==> src/rtl/mapeo_distancia_param.sv <==
`default_nettype none
// ============================================================================
// Module      : mapeo_distancia_param
// Description : Linear, clamped, round-half-up mapping of a sensor distance
//               onto 0..2^OUT_W-1. Uses a valid/ready handshake and a
//               restoring shift-subtract divider.
//               Optional MAPEO_PROMEDIO_EN: 4-deep moving average of results.
// Revision    : 1.0 - initial release
// ============================================================================
module mapeo_distancia_param #(
   parameter int IN_W     = 9,
   parameter int OUT_W    = 8,
   parameter int DIST_MIN = 5,
   parameter int DIST_MAX = 15
) (
   input  logic             clk,
   input  logic             reset,
   input  logic [IN_W-1:0]  distancia,
   input  logic             entrada_valida,
   output logic             entrada_lista,
   output logic [OUT_W-1:0] distancia_mapeada,
   output logic             salida_valida,
   input  logic             salida_lista,
   output logic             fuera_rango
);

   localparam int SPAN    = DIST_MAX - DIST_MIN;
   localparam int NUM_W   = IN_W + OUT_W + 1;
   localparam int OUT_MAX = (1 << OUT_W) - 1;
   localparam int CNT_W   = 5;

   localparam logic [IN_W-1:0]  c_dist_min = IN_W'(DIST_MIN);
   localparam logic [IN_W-1:0]  c_dist_max = IN_W'(DIST_MAX);
   localparam logic [IN_W:0]    c_span     = (IN_W+1)'(SPAN);
   localparam logic [NUM_W-1:0] c_out_max  = NUM_W'(OUT_MAX);
   localparam logic [NUM_W-1:0] c_half     = NUM_W'(SPAN / 2);
   localparam logic [CNT_W-1:0] c_cnt_ini  = CNT_W'(NUM_W - 1);

   typedef enum logic [1:0] {
      S_IDLE = 2'd0,
      S_MUL  = 2'd1,
      S_DIV  = 2'd2,
      S_SAL  = 2'd3
   } state_t;

   state_t             r_state;
   logic [IN_W-1:0]    r_dc;
   logic               r_rango;
   logic [NUM_W-1:0]   r_num;
   logic [IN_W-1:0]    r_rem;
   logic [CNT_W-1:0]   r_cnt;
   logic [OUT_W-1:0]   r_mapeada;
   logic               r_valida;
   logic               r_fuera;
   logic               r_lista;

   logic               w_rango;
   logic [IN_W:0]      w_rem_sh;
   logic               w_ge;
   logic [NUM_W-1:0]   w_num_nx;
   logic [OUT_W-1:0]   w_q;
   logic [OUT_W-1:0]   w_result;

   assign w_rango  = (distancia < c_dist_min) || (distancia > c_dist_max);

   // r_num shifts the dividend out at the top while quotient bits enter at the bottom
   assign w_rem_sh = {r_rem, r_num[NUM_W-1]};
   assign w_ge     = (w_rem_sh >= c_span);
   assign w_num_nx = {r_num[NUM_W-2:0], w_ge};
   assign w_q      = w_num_nx[OUT_W-1:0];

`ifdef MAPEO_PROMEDIO_EN
   logic [OUT_W-1:0]   r_h0, r_h1, r_h2;
   logic               r_primero;
   logic [OUT_W-1:0]   w_h0, w_h1, w_h2;
   logic [OUT_W+1:0]   w_suma;

   // The first sample after reset sees a history filled with itself
   assign w_h0     = r_primero ? w_q : r_h0;
   assign w_h1     = r_primero ? w_q : r_h1;
   assign w_h2     = r_primero ? w_q : r_h2;
   assign w_suma   = {2'b00, w_q} + {2'b00, w_h0} + {2'b00, w_h1} + {2'b00, w_h2};
   assign w_result = OUT_W'(w_suma >> 2);
`else
   assign w_result = w_q;
`endif

   always_ff @(posedge clk) begin
      if (reset) begin
         r_state   <= S_IDLE;
         r_dc      <= '0;
         r_rango   <= 1'b0;
         r_num     <= '0;
         r_rem     <= '0;
         r_cnt     <= '0;
         r_mapeada <= '0;
         r_valida  <= 1'b0;
         r_fuera   <= 1'b0;
         r_lista   <= 1'b1;
`ifdef MAPEO_PROMEDIO_EN
         r_h0      <= '0;
         r_h1      <= '0;
         r_h2      <= '0;
         r_primero <= 1'b1;
`endif
      end else begin
         case (r_state)
            S_IDLE: begin
               if (entrada_valida && r_lista) begin
                  if (distancia < c_dist_min)
                     r_dc <= c_dist_min;
                  else if (distancia > c_dist_max)
                     r_dc <= c_dist_max;
                  else
                     r_dc <= distancia;
                  r_rango <= w_rango;
                  r_lista <= 1'b0;
                  r_state <= S_MUL;
               end
            end
            S_MUL: begin
               r_num   <= NUM_W'(r_dc - c_dist_min) * c_out_max + c_half;
               r_rem   <= '0;
               r_cnt   <= c_cnt_ini;
               r_state <= S_DIV;
            end
            S_DIV: begin
               r_num <= w_num_nx;
               r_rem <= w_ge ? IN_W'(w_rem_sh - c_span) : w_rem_sh[IN_W-1:0];
               r_cnt <= r_cnt - CNT_W'(1);
               // Last quotient bit is resolved here, so the result is loaded on the same edge
               if (r_cnt == '0) begin
                  r_mapeada <= w_result;
                  r_fuera   <= r_rango;
                  r_valida  <= 1'b1;
                  r_state   <= S_SAL;
`ifdef MAPEO_PROMEDIO_EN
                  r_h2      <= w_h1;
                  r_h1      <= w_h0;
                  r_h0      <= w_q;
                  r_primero <= 1'b0;
`endif
               end
            end
            S_SAL: begin
               if (salida_lista) begin
                  r_valida <= 1'b0;
                  r_lista  <= 1'b1;
                  r_state  <= S_IDLE;
               end
            end
            default: begin
               r_state <= S_IDLE;
               r_lista <= 1'b1;
            end
         endcase
      end
   end

   assign entrada_lista     = r_lista;
   assign distancia_mapeada = r_mapeada;
   assign salida_valida     = r_valida;
   assign fuera_rango       = r_fuera;

endmodule
`default_nettype wire
==> config.mk <==
export PLATFORM = sky130hd
export DESIGN_NAME = mapeo_distancia_param
export DESIGN_NICKNAME = d
export VERILOG_FILES = /design/src/rtl/mapeo_distancia_param.sv
export SDC_FILE = /design/constraint.sdc
export NUM_CORES = 1
export LEC_CHECK = 0
export ABC_AREA = 0
export CAP_MARGIN = 10
export CORE_ASPECT_RATIO = 1.25
export CORE_MARGIN = 2
export CORE_UTILIZATION = 65
export CTS_CLUSTER_DIAMETER = 200
export DETAILED_ROUTE_END_ITERATION = 16
export HOLD_SLACK_MARGIN = 0.15
export PLACE_DENSITY = 0.81
export SETUP_SLACK_MARGIN = 0.1
export SLEW_MARGIN = 25
export SYNTH_ARGS = -nofsm -noshare
export SYNTH_HDL_FRONTEND = slang
export SYNTH_SLANG_ARGS = --single-unit
==> constraint.sdc <==
create_clock -name clk -period 12.25 [get_ports clk]
set_input_delay 3.675 -clock clk [delete_from_list [all_inputs] [get_ports clk]]
set_output_delay 3.675 -clock clk [all_outputs]
set_load 0.02 [all_outputs]
# Word level (Yosys, flattened, before mapping)
# Cells that the tools add are included.
[totals]
wordCells = 52
ramBits = 0
input_bits = 13
regBits = 55
mem_bits_ro = 0
mem_count = 0
output_inout_bits = 11
latch_bits = 0
[op_classes]
n_addsub = 4
n_eq_ne = 6
n_reduce_logical = 12
multipliers = 1
n_lt_le_gt_ge = 3
n_mux = 16
bitwise = 0
shift = 0
n_div = 0
[op_table]
columns = ["operator", "count"]
rows = [
  ["$pmux 18 s2", 1],
  ["$mux 9", 3],
  ["$add 18x3->18 const B", 1],
  ["$mul 10x9->18 const B", 1],
  ["$pmux 9 s2", 1],
  ["$ge 10x4->1 const B", 1],
  ["$pmux 5 s2", 1],
  ["$sub 9x3->10 const B", 1],
  ["$gt 9x4->1 const B", 1],
  ["$lt 9x3->1 const B", 1],
  ["$reduce_and 3->1", 3],
  ["$sub 9x4->9 const B", 1],
  ["$pmux 2 s4", 1],
  ["$mux 2", 3],
  ["$ne 2x2->1 const B", 3],
  ["$reduce_bool 2->1", 3],
  ["$logic_not 5->1", 1],
  ["$sub 5x1->5 const B", 1],
  ["$eq 2x2->1 const B", 2],
  ["$mux 1", 4],
  ["$pmux 1 s2", 2],
  ["$reduce_and 2->1", 2],
  ["$eq 2x1->1 const B", 1],
  ["$logic_not 2->1", 1],
  ["other kinds (2)", 2],
]

# Longest topological paths before layout
# Gate-level depths: netlist of the first run.
[depth]
ltp_word = 4
depth_mapped = 25
ltp_nobuf = 25

# Worst setup path before layout of the first run
# No wires, ideal clock.
[synth_path]
path_type = "flip-flop to flip-flop"
from = "register r_dc[1]"
to = "register r_num[16]"
required_ps = 12171
path_stages_with_launch = 21
synth_period_minus_slack_ps = 5600
setup_time_ps = 79
arrival_time_ps = 5521
path_slack_ps = 6650
path_cell_list = "dfxtp_1 -> inv_1 -> ha_1 -> a21oi_1 -> nand2_1 -> nor3_4 -> inv_1 -> fa_1 -> inv_1 -> fa_1 -> fa_1 -> inv_1 -> fa_1 -> inv_1 -> ha_1 -> a21o_1 -> a21o_1 -> a41o_1 -> a31o_1 -> a2111o_1 -> a211oi_2"
[synth_via]
elab_chain_len = 4
[synth_lines]
columns = ["element", "line_no", "text"]
rows = [
  ["start, declared", "47", "logic [IN_W-1:0] r_dc;"],
  ["start signal, assigned", "111", "r_dc <= c_dist_min;"],
  ["start signal, assigned", "113", "r_dc <= c_dist_max;"],
  ["start signal, assigned", "115", "r_dc <= distancia;"],
  ["$sub 9x3->10", "122", "r_num <= NUM_W'(r_dc - c_dist_min) * c_out_max + c_half;"],
  ["$mul 10x9->18", "122", ""],
  ["$add 18x3->18", "122", ""],
  ["$pmux 18 s2", "107", "case (r_state)"],
  ["end signal, assigned", "122", ""],
  ["end signal, assigned", "128", "r_num <= w_num_nx;"],
  ["end, declared", "49", "logic [NUM_W-1:0] r_num;"],
]
# Every way passes these cells.
# A chain may end at the register's enable or synchronous reset.

# Worst setup path after layout of the first run
# Ends and elaborated chain as after synthesis.

==> results of run 1 <==
## worst max-delay path: cells and delay by family, from the launching register on
kind / cells / cell delay (ns)
adder cells (fa/ha/maj): 6 / 2.54
AO/OA/AOI/OAI: 7 / 1.84
AND/OR/NAND/NOR: 2 / 0.62
buffers and inverters: 5 / 0.59
flip-flops: 1 / 0.42
## cells in the mapped netlist (2+ instances only)
cell and number:
a21oi_1 31, nor2b_1 3, o211ai_1 5, o21ai_1 2, a31oi_1 2, nor3_1 9, a211oi_1 7, nand2_1 46
buf_1 2, inv_1 104, or3_1 4, fa_1 39, a22oi_1 6, xor2_1 6, mux2i_1 14, a21o_1 6
dfxtp_1 55, o21bai_1 3, o21a_1 3, a221oi_1 2, and3_1 2, o21ai_0 20, a311oi_1 8, ha_1 43
o2bb2ai_1 2, and2_1 6, clkbuf_1 16, xnor2_1 25, nand3_1 7, nor2_1 64, nand2b_1 5, nor3b_1 3
## layer usage
metal | global-route usage | up-vias | share of wire
met5 | 0 | - | 0
met1 | 0.295 | 1815 | 0.44
li1 | - | 1881 | -
met3 | 0.0227 | 14 | 0.015
met4 | 0.0730 | 0 | 0.017
met2 | 0.453 | 32 | 0.53
## registers in the layout (all words and copies together), names as in the netlist
signal and flops:
r_rango 1, entrada_lista 1, distancia_mapeada 8, r_cnt 5, fuera_rango 1, r_state 2, r_rem 9, r_dc 9
r_num 18, salida_valida 1
## placed cells by master, fill, tap and decap left out, types with 4 or more instances in the layout
| master | count |
|---|---|
| clkbuf_8 | 5 |
| nand2b_1 | 5 |
| a21oi_1 | 31 |
| nand2_1 | 46 |
| nor3_1 | 9 |
| dfxtp_1 | 55 |
| or3_1 | 4 |
| and2_1 | 6 |
| mux2i_1 | 14 |
| o211ai_1 | 5 |
| a21o_1 | 6 |
| ha_1 | 43 |
| inv_1 | 104 |
| clkdlybuf4s50_1 | 22 |
| a311oi_1 | 8 |
| nor2_1 | 64 |
| nand3_1 | 7 |
| a211oi_1 | 7 |
| a22oi_1 | 6 |
| fa_1 | 39 |
| o21ai_0 | 20 |
| xor2_1 | 6 |
| xnor2_1 | 25 |
## how the worst max path moves through the flow
| stage | endpoint | slack (ns) | from |
|---|---|---|---|
| after floorplan | r_num[16]$_SDFFE_PP0P_ | 6.65 | r_dc[1]$_SDFFE_PP0P_ |
| after global placement | r_num[16]$_SDFFE_PP0P_ | 6.42 | r_dc[1]$_SDFFE_PP0P_ |
| after detailed placement | r_num[16]$_SDFFE_PP0P_ | 6.17 | r_dc[1]$_SDFFE_PP0P_ |
| after CTS | r_num[16]$_SDFFE_PP0P_ | 6.13 | r_dc[1]$_SDFFE_PP0P_ |
| after global routing | r_num[17]$_SDFFE_PP0P_ | 5.68 | r_dc[1]$_SDFFE_PP0P_ |
| final | r_num[16]$_SDFFE_PP0P_ | 6.16 | r_dc[1]$_SDFFE_PP0P_ |
## cell families (layout without fill, tap and decap cells)
group / after synthesis / in the layout / share of synthesized area
xor gates and xnor gates: 32 / 32 / 0.0606
adders and majority gates: 82 / 82 / 0.278
and+or+nand+nor: 156 / 156 / 0.151
DFF: 55 / 55 / 0.232
AOI/OAI and AO/OA: 110 / 110 / 0.153
buffers and inverters: 122 / 136 / 0.0964
muxes: 14 / 14 / 0.0295
## through the flow
step / std cells / util
detailed placement: 668 / 0.718
floorplan: 571 / -
global placement: 668 / 0.718
global route: 675 / 0.733
CTS: 675 / 0.733
finish: 675 / 0.733
## area by class of cell
| cell class | count | area, µm² | area share |
|---|---|---|---|
| Clock buffer | 5 | 68.8 | 0.0134 |
| Clock inverter | 2 | 37.5 | 0.00730 |
| Inverter | 104 | 390 | 0.0759 |
| Multi-Input combinational cell | 394 | 3190 | 0.621 |
| Sequential cell | 55 | 1100 | 0.214 |
| Tap cell | 90 | 113 | 0.0219 |
| Timing Repair Buffer | 25 | 240 | 0.0467 |
==> reports/qor.txt, run 1 <==
LOGIC SYNTHESIS
-------------------------------------------------------------------------------------------------
Mean cell area of the mapped netlist ...............................................     8.32 µm²
Cell count after synthesis .........................................................          571
Share of flip-flops with an asynchronous set or reset after synthesis ..............            0
Sequential share of the synthesized area ...........................................        0.232
Most used flip-flop cell after synthesis ...........................................      dfxtp_1
Biggest area contributors in the synthesized netlist ............................... dfxtp_1 (23%), fa_1 (16%), ha_1 (11%)
Synthesis warning total ............................................................            0
Largest area contributor in the netlist ............................................      dfxtp_1
Area fraction of the dominant cell type after synthesis ............................        0.232
Number of synthesized flops with an enable pin .....................................            0
Number of distinct library cell variants in the gate-level netlist after synthesis .           53
Syn nets ...........................................................................          666
Number of storage elements in the synthesis netlist ................................           55
Area of the mapped netlist .........................................................     4750 µm²

WORST SETUP PATH
-------------------------------------------------------------------------------------------------
WP data arrival ....................................................................      6.32 ns
Worst setup path class .............................................................   reg -> reg
Startpoint Class ...................................................................     register
Critical-path cell list ............................................................ inv_1, ha_1, a21oi_1, nand2_1, nor3_4, inv_1, fa_1, inv_1, fa_1, fa_1, inv_1, fa_1, inv_1, ha_1, a21o_1, a21o_1, a41o_1, a31o_1, a2111o_1, a211oi_2
Required arrival time at the worst endpoint ........................................     12.48 ns
Cell type with the highest occurrence count on the critical path ...................        inv_1
Depth of the most critical reg-to-reg path .........................................           20
R2r startpoint ..................................................................... r_dc[1]$_SDFFE_PP0P_
Crit path largest cell delay .......................................................      0.59 ns
Endpoint type of the worst setup path ..............................................     register
Setup slack of the worst register-to-register path .................................      6.16 ns
Worst reg2reg endpoint ............................................................. r_num[16]$_SDFFE_PP0P_
Crit Path Max Fanout ...............................................................            8
Highest-delay cell along the critical path .........................................         fa_1

CTS
-------------------------------------------------------------------------------------------------
Cell at the root of the clock tree .................................................     clkbuf_8
Setup Buffers After CTS ............................................................            0
Clock transition at path regs ......................................................      0.09 ns
Skew-Pair Late Insertion Delay .....................................................      0.30 ns
# resized after CTS ................................................................            0
CTS Buffer Depth ...................................................................            2
Maximum level of the CTS H-tree ....................................................            2
CTS Hold Bufs ......................................................................            0
Num Clock Sinks ....................................................................           55
Clock buffer count from CTS ........................................................            5
CTS tree ...........................................................................          yes

STA
-------------------------------------------------------------------------------------------------
Final critical-path share of the clock period ......................................        0.497
Worst max-slew margin expressed relative to the limit ..............................        0.313
FMAX ...............................................................................      164 MHz
Period minus WS final ..............................................................      6.09 ns
Total count of hold-check failures in the final report .............................            0
Setup-failing EPs final ............................................................            0
Setup ws final .....................................................................      6.16 ns
Unrepaired setup endpoints after global routing ....................................           no
Post-Route Setup TNS ...............................................................         0 ns
Clock skew .........................................................................   0.00330 ns
Max-slew violations ................................................................            0
Final hold slack ...................................................................     0.477 ns
Transition at the pin with the smallest max-transition slack .......................      1.02 ns

GLOBAL ROUTE
-------------------------------------------------------------------------------------------------
Global-route wire length before repair .............................................      15.9 mm
GRT Util Overall ...................................................................        0.244
Largest net degree at the start of global routing ..................................           54
Antenna violations before repair ...................................................            0
Via count of the first global-routing pass .........................................         3775
Total grt overflow .................................................................            0

DETAILED ROUTING
-------------------------------------------------------------------------------------------------
Number of routed nets with antenna violations ......................................            0
First-pass detailed-route iteration total ..........................................            4
Routed length per placed instance ..................................................      13.4 µm
DRC violation count after routing ..................................................            0
Post-DR vias/cell ..................................................................         5.54
Total wire length ..................................................................      9.06 mm
Routed via count ...................................................................         3742
Starting DRC count in detailed routing .............................................           83

HOLD PATH
-------------------------------------------------------------------------------------------------
Startpoint of the lowest-slack hold path ........................................... r_rem[8]$_SDFFE_PP0P_
Hold-critical path depth ...........................................................            2
Endpoint, Worst Hold ............................................................... r_rem[8]$_SDFFE_PP0P_
Worst min-delay path category ......................................................   reg -> reg

PLACE
-------------------------------------------------------------------------------------------------
Count of buffers from port buffering ...............................................           23
Minimum setup slack after placement ................................................      6.17 ns
Routability Congestion .............................................................        0.819
Sum of net half-perimeters after detailed placement ................................      7.19 mm
Placement Cell Area ................................................................     5040 µm²

FLOORPLAN
-------------------------------------------------------------------------------------------------
Count of standard-cell rows ........................................................           34
Die area ...........................................................................     8010 µm²
Die Y-Extent .......................................................................      99.6 µm
Die X ..............................................................................      80.5 µm
Effective utilization at floorplan .................................................        0.677
Floorplan core area ................................................................     7020 µm²
IO Pins ............................................................................           24

LAYOUT
-------------------------------------------------------------------------------------------------
Total inserted antenna cells .......................................................            0
Layout cell share with drive strength beyond 1 .....................................       0.0325
Layout Area Growth over Synthesis ..................................................        8.24%
Fill count .........................................................................          542
Layout Nets ........................................................................          680
Summed area of non-filler cells in the final layout ................................     5140 µm²

FLOW RUN
-------------------------------------------------------------------------------------------------
Maxcap violations ..................................................................            0

STATUS
-------------------------------------------------------------------------------------------------
Outcome ............................................................................    completed

Power of run 1 is not shown: default switching activity piles up to over one toggle a cycle in this logic, so the estimate is an artifact.
==> run 2, diff against run 1 <==
CORE_UTILIZATION = 56   (was 65)
PLACE_DENSITY = 0.74   (was 0.81)
clock period = 5.1 ns   (was 12.25 ns; I/O delays follow)
==> run 2 against run 1 <==
The flow now finishes with violations (setup timing). Via count is 8.2% higher. Critical path type unchanged. Worst hold slack worse by 0.0049 ns. Count of clock-buffer cells in the layout is 1 higher.
==> reports/qor.txt, run 2 (synthesis gave the netlist of run 1 again) <==
GLOBAL ROUTE
---------------------------------------------------------------------------
Total grt overflow ...........................................            0   unchanged
GRT Util Overall .............................................        0.231   was 0.244
Global-route wire length before repair .......................      17.6 mm   was 15.9 mm
Antenna violations before repair .............................            0   unchanged
Largest net degree at the start of global routing ............           42   was 54
Via count of the first global-routing pass ...................         4071   was 3775

HOLD PATH
---------------------------------------------------------------------------
Endpoint, Worst Hold ......................................... r_rem[8]$_SDFFE_PP0P_   unchanged
Worst min-delay path category ................................   reg -> reg   unchanged
Startpoint of the lowest-slack hold path ..................... r_rem[8]$_SDFFE_PP0P_   unchanged
Hold-critical path depth .....................................            2   unchanged

PLACE
---------------------------------------------------------------------------
Count of buffers from port buffering .........................           23   unchanged
Sum of net half-perimeters after detailed placement ..........      7.68 mm   was 7.19 mm
Routability Congestion .......................................        0.842   was 0.819

STA
---------------------------------------------------------------------------
Final critical-path share of the clock period ................         1.01   was 0.497
FMAX .........................................................      194 MHz   was 164 MHz
Total count of hold-check failures in the final report .......            0   unchanged
Max-slew violations ..........................................            0   unchanged
Period minus WS final ........................................      5.15 ns   was 6.09 ns
Post-Route Setup TNS .........................................    -0.128 ns   was 0 ns
Setup ws final ...............................................   -0.0479 ns   was 6.16 ns
Clock skew ...................................................   0.00853 ns   was 0.00330 ns
Unrepaired setup endpoints after global routing ..............          yes   was no
Worst max-slew margin expressed relative to the limit ........        0.330   was 0.313
Setup-failing EPs final ......................................            3   was 0
Transition at the pin with the smallest max-transition slack .     0.997 ns   was 1.02 ns

WORST SETUP PATH
---------------------------------------------------------------------------
Worst reg2reg endpoint ....................................... r_num[16]$_SDFFE_PP0P_   unchanged
Crit Path Max Fanout .........................................            4   was 8
Required arrival time at the worst endpoint ..................      5.34 ns   was 12.48 ns
Highest-delay cell along the critical path ...................         fa_1   unchanged
WP data arrival ..............................................      5.39 ns   was 6.32 ns
Worst setup path class .......................................   reg -> reg   unchanged
Critical-path cell list ...................................... inv_4, ha_4, nor2b_4, or3_4, o21ai_2, nand2_2, inv_2, buf_6, fa_2, fa_1, inv_2, fa_1, inv_1, fa_1, inv_2, ha_4, a21o_1, a21o_1, a41o_1, a31o_1, a2111o_1, a211oi_2   was inv_1, ha_1, a21oi_1, nand2_1, nor3_4, inv_1, fa_1, inv_1, fa_1, fa_1, inv_1, fa_1, inv_1, ha_1, a21o_1, a21o_1, a41o_1, a31o_1, a2111o_1, a211oi_2
Setup slack of the worst register-to-register path ...........     -0.05 ns   was 6.16 ns
Crit path largest cell delay .................................      0.58 ns   was 0.59 ns
Startpoint Class .............................................     register   unchanged
Depth of the most critical reg-to-reg path ...................           22   was 20
R2r startpoint ............................................... r_dc[1]$_SDFFE_PP0P_   unchanged
Endpoint type of the worst setup path ........................     register   unchanged

FLOORPLAN
---------------------------------------------------------------------------
Die area .....................................................     9240 µm²   was 8010 µm²
Die X ........................................................      86.4 µm   was 80.5 µm
IO Pins ......................................................           24   unchanged
Floorplan core area ..........................................     8240 µm²   was 7020 µm²
Effective utilization at floorplan ...........................        0.577   was 0.677
Count of standard-cell rows ..................................           37   was 34
Die Y-Extent .................................................       107 µm   was 99.6 µm

LAYOUT
---------------------------------------------------------------------------
Leading registers by flop count .............................. r_num: 18 flops, r_dc: 9 flops, r_rem: 9 flops   unchanged
Highest-count cells in the layout ignoring fill and taps ..... inv_1 (89), buf_4 (68), nor2_1 (61), dfxtp_1 (50), nand2_1 (43)   was inv_1 (104), nor2_1 (64), dfxtp_1 (55), nand2_1 (46), ha_1 (43)
Max reg flops ................................................           18   unchanged
Reg with most FFs ............................................        r_num   unchanged
Most common cell after layout, fill and taps aside ...........        inv_1   unchanged
Layout Nets ..................................................          750   was 680
Fill count ...................................................          618   was 542
Layout Area Growth over Synthesis ............................        26.1%   was 8.24%
Total inserted antenna cells .................................            0   unchanged
Layout cell share with drive strength beyond 1 ...............        0.226   was 0.0325

CTS
---------------------------------------------------------------------------
Clock transition at path regs ................................      0.10 ns   was 0.09 ns
CTS tree .....................................................          yes   unchanged
Num Clock Sinks ..............................................           55   unchanged
Maximum level of the CTS H-tree ..............................            2   unchanged
Cell at the root of the clock tree ...........................     clkbuf_8   unchanged
Skew-Pair Late Insertion Delay ...............................      0.32 ns   was 0.30 ns
CTS Buffer Depth .............................................            2   unchanged
Clock buffer count from CTS ..................................            5   unchanged

DETAILED ROUTING
---------------------------------------------------------------------------
Post-DR vias/cell ............................................         5.37   was 5.54
Metal2 WL ....................................................      5.88 mm   was 4.83 mm
Routed length per placed instance ............................      14.0 µm   was 13.4 µm
Starting DRC count in detailed routing .......................          188   was 83
Total wire length ............................................      10.5 mm   was 9.06 mm
Number of routed nets with antenna violations ................            0   unchanged
Met1 Routed Length ...........................................      4.32 mm   was 3.95 mm
Routed via count .............................................         4047   was 3742
Wire length on met3 ..........................................       192 µm   was 133 µm
First-pass detailed-route iteration total ....................            5   was 4
DRC violation count after routing ............................            0   unchanged
Highest metal used ...........................................         met4   unchanged

STATUS
---------------------------------------------------------------------------
Violated checks .............................................. setup timing
Outcome ...................................................... finished with violations   was completed

FLOW RUN
---------------------------------------------------------------------------
Maxcap violations ............................................            0   unchanged

run 2: worst max-delay path by stage:
stage	from	to
5_1_grt	r_dc[1]$_SDFFE_PP0P_	r_num[16]$_SDFFE_PP0P_
3_5_place_dp	r_dc[2]$_SDFFE_PP0P_	r_num[16]$_SDFFE_PP0P_
3_3_place_gp	r_dc[2]$_SDFFE_PP0P_	r_num[17]$_SDFFE_PP0P_
2_1_floorplan	r_dc[6]$_SDFFE_PP0P_	r_num[16]$_SDFFE_PP0P_
6_report	r_dc[1]$_SDFFE_PP0P_	r_num[16]$_SDFFE_PP0P_
4_1_cts	r_dc[1]$_SDFFE_PP0P_	r_num[16]$_SDFFE_PP0P_
run 2: what timing repair did:
item | in CTS | in global routing
buffers inserted | 22 | 6
gates resized for setup | 28 | 20
hold buffers | 0 | 0
pin swaps | 35 | 24
cloned | 0 | 0
endpoints found under the setup margin | 6 | 8
run 2: worst max-delay path: cells and delay by family (launching register included):
kind / cells / cell delay, ns
flops: 1 / 0.37
simple gates: 3 / 0.46
fa+ha+maj: 6 / 2.30
buf+inv: 6 / 0.40
compound gates: 7 / 1.53
run 2: per-layer routing:
metal	up-vias	global-route usage
li1	2030	-
met3	8	0.0223
met4	0	0.0625
met1	1954	0.283
met2	55	0.426
met5	-	0
run 2: metrics by stage:
step / utilization / instances / setup WS, ns / hold slack, ns / area (µm²)
after floorplan: - / 571 / -0.0897 / 0.443 / 4890
after global placement: 0.667 / 717 / -0.00502 / 0.450 / 5500
after detailed placement: 0.667 / 717 / -0.0988 / 0.462 / 5500
after CTS: 0.711 / 747 / 0.00900 / 0.477 / 5860
after global routing: 0.727 / 753 / -0.231 / 0.489 / 5990
final: 0.727 / 753 / -0.0479 / 0.472 / 5990
run 2: cell type report:
type,instances,area [µm²],share of cell area
Clock inverter,2,16.3,0.00272
Multi-Input combinational cell,394,3480,0.582
Inverter,104,395,0.0660
Tap cell,97,121,0.0203
Sequential cell,55,1110,0.185
Timing Repair Buffer,95,781,0.130
Clock buffer,6,82.6,0.0138
Power of run 2 is left out for the same reason.
